--- config.mk ---
export PLATFORM = sky130hd
export DESIGN_NAME = pe_scan_sequencer
export DESIGN_NICKNAME = d
export VERILOG_FILES = /design/src/rtl/pe_scan_sequencer.sv
export SDC_FILE = /design/constraint.sdc
export NUM_CORES = 1
export LEC_CHECK = 0
export ABC_CLOCK_PERIOD_IN_PS = 4660
export CELL_PAD_IN_SITES_DETAIL_PLACEMENT = 2
export CELL_PAD_IN_SITES_GLOBAL_PLACEMENT = 2
export CORE_AREA = 2 2 68 70
export DETAILED_ROUTE_END_ITERATION = 12
export DIE_AREA = 0 0 70 72
export HOLD_SLACK_MARGIN = 0.02
export PLACE_DENSITY_LB_ADDON = 0.08
export SLEW_MARGIN = 30
export SYNTH_ARGS = -nofsm -noshare
export SYNTH_HDL_FRONTEND = slang
export SYNTH_SLANG_ARGS = --single-unit
--- constraint.sdc ---
create_clock -name clk -period 4.66 [get_ports clk]
set_clock_uncertainty 0.05 [all_clocks]
set_input_delay 0.932 -clock clk [delete_from_list [all_inputs] [get_ports clk]]
set_output_delay 0.932 -clock clk [all_outputs]
set_load 0.03 [all_outputs]
--- src/rtl/pe_scan_sequencer.sv ---
// Enumerates the set bits of a request word highest-first by re-launching the MSB encoder once per bit.
// Latency: 3 cycles per bit plus encoder turnaround; input stalls (in_ready=0) until the last beat of a word is taken.
module pe_scan_sequencer #(
    parameter int DATA_LEN   = 8,
    parameter int RESULT_LEN = 3
) (
    input  logic                  clk,
    input  logic                  rst,
    input  logic                  in_valid,
    output logic                  in_ready,
    input  logic [DATA_LEN-1:0]   in_data,
    output logic                  enc_start,
    output logic [DATA_LEN-1:0]   enc_data,
    input  logic                  enc_ready,
    input  logic                  enc_done,
    input  logic [RESULT_LEN-1:0] enc_result,
    input  logic                  enc_zero_f,
    output logic                  out_valid,
    input  logic                  out_ready,
    output logic [RESULT_LEN-1:0] out_index,
    output logic                  out_last,
    output logic                  out_empty,
    output logic [RESULT_LEN:0]   out_seq,
    output logic                  busy
);

    typedef enum logic [1:0] {IDLE, LAUNCH, WAIT, EMIT} state_t;

    state_t                state;
    logic [DATA_LEN-1:0]   work;
    logic [DATA_LEN-1:0]   cleared;
    logic [RESULT_LEN-1:0] idx;
    logic                  last;
    logic                  empty;
    logic [RESULT_LEN:0]   seq;

    // Working word with the bit just reported by the encoder removed.
    always_comb begin
        cleared = work & ~(DATA_LEN'(1) << enc_result);
    end

    // Handshake outputs are gated by rst so nothing is offered during the reset cycle.
    assign in_ready  = rst && (state == IDLE);
    assign enc_start = rst && (state == LAUNCH) && enc_ready;
    assign out_valid = rst && (state == EMIT);
    assign busy      = rst && (state != IDLE);
    assign enc_data  = work;
    assign out_index = idx;
    assign out_last  = last;
    assign out_empty = empty;
    assign out_seq   = seq;

    always_ff @(posedge clk) begin
        if (!rst) begin
            state <= IDLE;
            work  <= '0;
            idx   <= '0;
            seq   <= '0;
            last  <= 1'b0;
            empty <= 1'b0;
        end else begin
            case (state)
                IDLE: begin
                    if (in_valid) begin
                        work  <= in_data;
                        seq   <= '0;
                        state <= LAUNCH;
                    end
                end
                LAUNCH: begin
                    if (enc_ready) begin
                        state <= WAIT;
                    end
                end
                WAIT: begin
                    if (enc_done) begin
                        if (enc_zero_f) begin
                            empty <= 1'b1;
                            idx   <= '0;
                            last  <= 1'b1;
                        end else begin
                            idx   <= enc_result;
                            empty <= 1'b0;
                            work  <= cleared;
                            last  <= (cleared == '0);
                        end
                        state <= EMIT;
                    end
                end
                EMIT: begin
                    if (out_ready) begin
                        if (last) begin
                            state <= IDLE;
                        end else begin
                            seq   <= seq + 1'b1;
                            state <= LAUNCH;
                        end
                    end
                end
                default: state <= IDLE;
            endcase
        end
    end

endmodule
Yosys cells after proc, flatten, opt, wreduce, memory -nomap -nowiden
Index checks and enable logic that the tools add are counted.

storage, ports and cells
  bits in latches = 0
  bits in registers = 19
  RAM bits = 0
  input port bits = 18
  memories = 0
  logic and storage cells = 50
  ROM bits = 0

operators by class
  bitwise gates (word level) = 2
  shifts and indexed selects = 1
  div/mod/pow operators = 0
  reductions and logical operators = 14
  eq/ne operators = 9
  add/sub/neg operators = 1
  order comparisons = 0
  multipliers = 0
  muxes and demuxes = 17

operators with widths
  cell                 number
  $mux 8               3
  $pmux 8 s2           1
  $mux 4               3
  $ne 2x2->1 const B   6
  $reduce_and 4->1     3
  $and 8x8->8          1
  $logic_not 8->1      1
  $mux 2               4
  $not 8->8            1
  $pmux 2 s4           1
  $pmux 4 s2           1
  $shl 1x3->8 const A  1
  $reduce_bool 2->1    3
  $logic_and 1x1->1    5
  $add 4x1->4 const B  1
  $eq 2x2->1 const B   2
  $mux 1               3
  $mux 3               1
  $eq 2x1->1 const B   1
  $logic_not 2->1      1
  $reduce_and 2->1     1

Logic depth before layout (Yosys ltp)
  word-level depth = 6
  depth in mapped cells = 7

Worst setup path before layout
Ideal clock, no wire load.

  path kind = input to output
  start point = in rst
  end point = out busy
  buffers on the path = 1
  stages = 2
  arrival time = 1,604 ps
  path slack = 2,074 ps
  cells stage by stage = clkbuf_1 -> nor2b_1

on the way
  word-level cells in the longest chain between the ends = 1

RTL lines
  element            RTL line  text
  from (decl)        8         input logic rst,
  $logic_and 1x1->1  46        assign busy = rst && (state != IDLE);
  to (decl)          24        output logic busy

Every way passes these cells.

Worst setup path in the final report
Ends and elaborated chain as after synthesis.

==> results by group <==
Status
  – Status: complete, no violations

STA
  – Final Hold Fails: 0
  – Tmin final: 3.46 ns
  – Hold_ws: 0.435 ns
  – Slew Limit Fails: 0
  – RSZ-0062 raised after global routing: false
  – Headroom to the max-slew limit: 67.8%
  – Number of setup violations in the final report: 0
  – Period utilization: 74.3%
  – Setup TNS: 0 ns
  – Slew @ Worst Pin: 0.484 ns
  – Fmax: 0.289 GHz

Synthesis
  – EDFF count, synth: 0
  – Complex-gate fraction of the synthesized area: 24.8%
  – Top post-synthesis cells by area: dfxtp_1 (34%), nor2b_1 (6.6%), ha_1 (5.5%), a21boi_0 (5.3%), nand2_1 (4.3%)
  – Register area share after synthesis: 33.7%
  – Post-Synth Simple-Gate Area: 27.6%
  – Yosys top cell area share: 33.7%
  – Synth area leader: dfxtp_1
  – Adder-cell area share of the yosys netlist: 5.54%
  – Multiplexer share of the synthesized area: 1.77%
  – Fraction of registers with async set/reset: 0%
  – Synth unique cells: 41
  – Post-synthesis average cell area: 8.56 um^2
  – Cells after synthesis: 132
  – Post-Syn Area: 1130 um^2
  – FF+latch count, synth: 19
  – Yosys synthesis warning count: 0
  – Largest family of logic cells by synthesized area: simple AND/OR/NAND/NOR gates
  – Mapped Nets: 155
  – XOR/XNOR Fraction of Synth Area: 1.55%
  – Top_reg_cell synth: dfxtp_1

Finish
  – ANT cells: 0
  – Core Util, Final: 37.5%
  – Final net count: 194
  – Most common cell after layout, fill and taps aside: clkdlybuf4s50_1
  – Area Growth Syn to Fin: 41.4%
  – Commonest cells after routing, fill and taps aside: clkdlybuf4s50_1 (38), dfxtp_1 (19), nand2_1 (13), nor2b_1 (12)
  – Share of cells above drive strength 1: 8.24%

Detailed routing
  – Antenna Nets Post-Route: 0
  – Final WL: 3300 um
  – Initial DRC count: 26
  – WL/cell: 14.9 um
  – 1st-pass router iterations: 4
  – DRC viols: 0
  – Total number of vias: 1088
  – Post-DR vias/cell: 4.90

Floorplan
  – Row Count: 24
  – DIE WIDTH: 70 um
  – Initial Util: 26.5%
  – Core area: 4260 um^2
  – Full die area: 5040 um^2
  – Die span in y: 72 um
  – Ports: 39

Power and ir drop
  – Power Dens Cells: 576 nW/um^2
  – Static leakage: 0.604 nW
  – Worst VDD drop: 0.161 mV
  – Tot Pwr: 0.920 mW

Clock network
  – Hold Buf Count CTS: 0
  – Later-pin clock latency in the skew report: 0.26 ns
  – Clk sink count: 19
  – CTS clk-pin slew, worst paths: 0.08 ns
  – Htree depth: 1
  – Post-CTS setup buffers: 0
  – Post_cts resized: 0
  – Clk buf depth: 2
  – Root Driver: clkbuf_8
  – CTS tree: done
  – CTS buffer count: 3

Worst setup path
  – Max incr delay on CP: 0.67 ns
  – Slowest-stage cell, CP: clkdlybuf4s50_1
  – Crit start category: primary input
  – CP arrival: 2.48 ns
  – Req. time, crit path: 3.68 ns
  – WP buf/inv: 3
  – Crit. End Element: output port
  – Most Frequent Cell on Critical Path: clkdlybuf4s50_1
  – CP delay by family, top: buffers and inverters
  – Critical path type: primary input to output port
  – Crit path cell chain: clkdlybuf4s50_1, buf_4, nor2b_1, clkdlybuf4s50_1
  – Crit path max fanout: 20

Placement
  – DP Wirelength: 2590 um
  – Port Buffers: 38
  – Placer Congestion: 0.695

Global routing
  – Largest net degree at the start of global routing: 21
  – Number of global-route vias before repair: 1180
  – Initial antenna violation count: 0
  – Gr ovfl total: 0
  – All-Layer GR Usage: 13.5%
  – First-pass GRT wire length: 5530 um

Run
  – Maxcap violations: 0

Hold path
  – Worst Hold Class: flip-flop to flip-flop
## sequential cells by signal (all words and copies together) (netlist names)
register / count
out_last: 1
state: 2
enc_data: 8
out_seq: 4
out_empty: 1
out_index: 3
## cell type report
class                           instances  area (um^2)
Clock buffer                            3         41.3
Clock inverter                          1         5.00
Fill cell                             473         2670
Inverter                                7         26.3
Multi-Input combinational cell        101          692
Sequential cell                        19          380
Tap cell                               52         65.1
Timing Repair Buffer                   39          388
## layer usage
layer	global-route usage [%]	vias to the layer above	share of wire (%)
li1	-	530	-
met1	15.5	530	43
met2	25.4	24	52
met3	2.92	4	4.3
met4	3.85	0	1.1
met5	0	-	0
## cells in the mapped netlist (3+ instances only)
| cell | n |
|---|---|
| dfxtp_1 | 19 |
| nand2_1 | 13 |
| nor2b_1 | 12 |
| a21boi_0 | 8 |
| o21ai_0 | 8 |
| a21oi_1 | 7 |
| inv_1 | 6 |
| ha_1 | 5 |
| nor2_1 | 4 |
| a22oi_1 | 3 |
| and2_1 | 3 |
| nand3_1 | 3 |
| nor3_1 | 3 |
## metrics by stage
step | area, um^2 | cells | worst slack, ns
after floorplan | 1130 | 132 | 2.07
after global placement | 1550 | 218 | 1.21
after detailed placement | 1550 | 218 | 1.17
after CTS | 1600 | 222 | 1.18
after global routing | 1600 | 222 | 1.11
final | 1600 | 222 | 1.20
## logic make-up (layout without fill, tap and decap cells)
kind of cell             Yosys count  in the layout
XOR/XNOR                           2              2
AO/OA/AOI/OAI                     40             40
AND/OR/NAND/NOR                   52             52
adder cells (fa/ha/maj)            5              5
flip-flops                        19             19
multiplexers                       2              2
buffers and inverters             12             50
## worst paths after layout
check	cells after the start	startpoint	endpoint	slack, ns
setup / recovery	4	rst	busy	1.20
hold reg to reg	2	out_empty	out_empty	0.43
setup reg to reg	7	state[0]	enc_data[5]	2.60
hold / removal	2	out_empty	out_empty	0.43
## power by group
group          total, mW  switching (mW)  internal [mW]
logic              0.558           0.310          0.248
clock network      0.118          0.0587         0.0595
registers          0.244          0.0396          0.205
## worst reg2reg max path, delay by kind of cell (launching register included)
family                     cells  cell delay [ns]
AOI/OAI and AO/OA              2             0.51
DFF                            1             0.35
adders and majority gates      1             0.47
buffers and inverters          1             0.12
and+or+nand+nor                3             0.45
No activity file was read; power rests on OpenSTA's default activity.
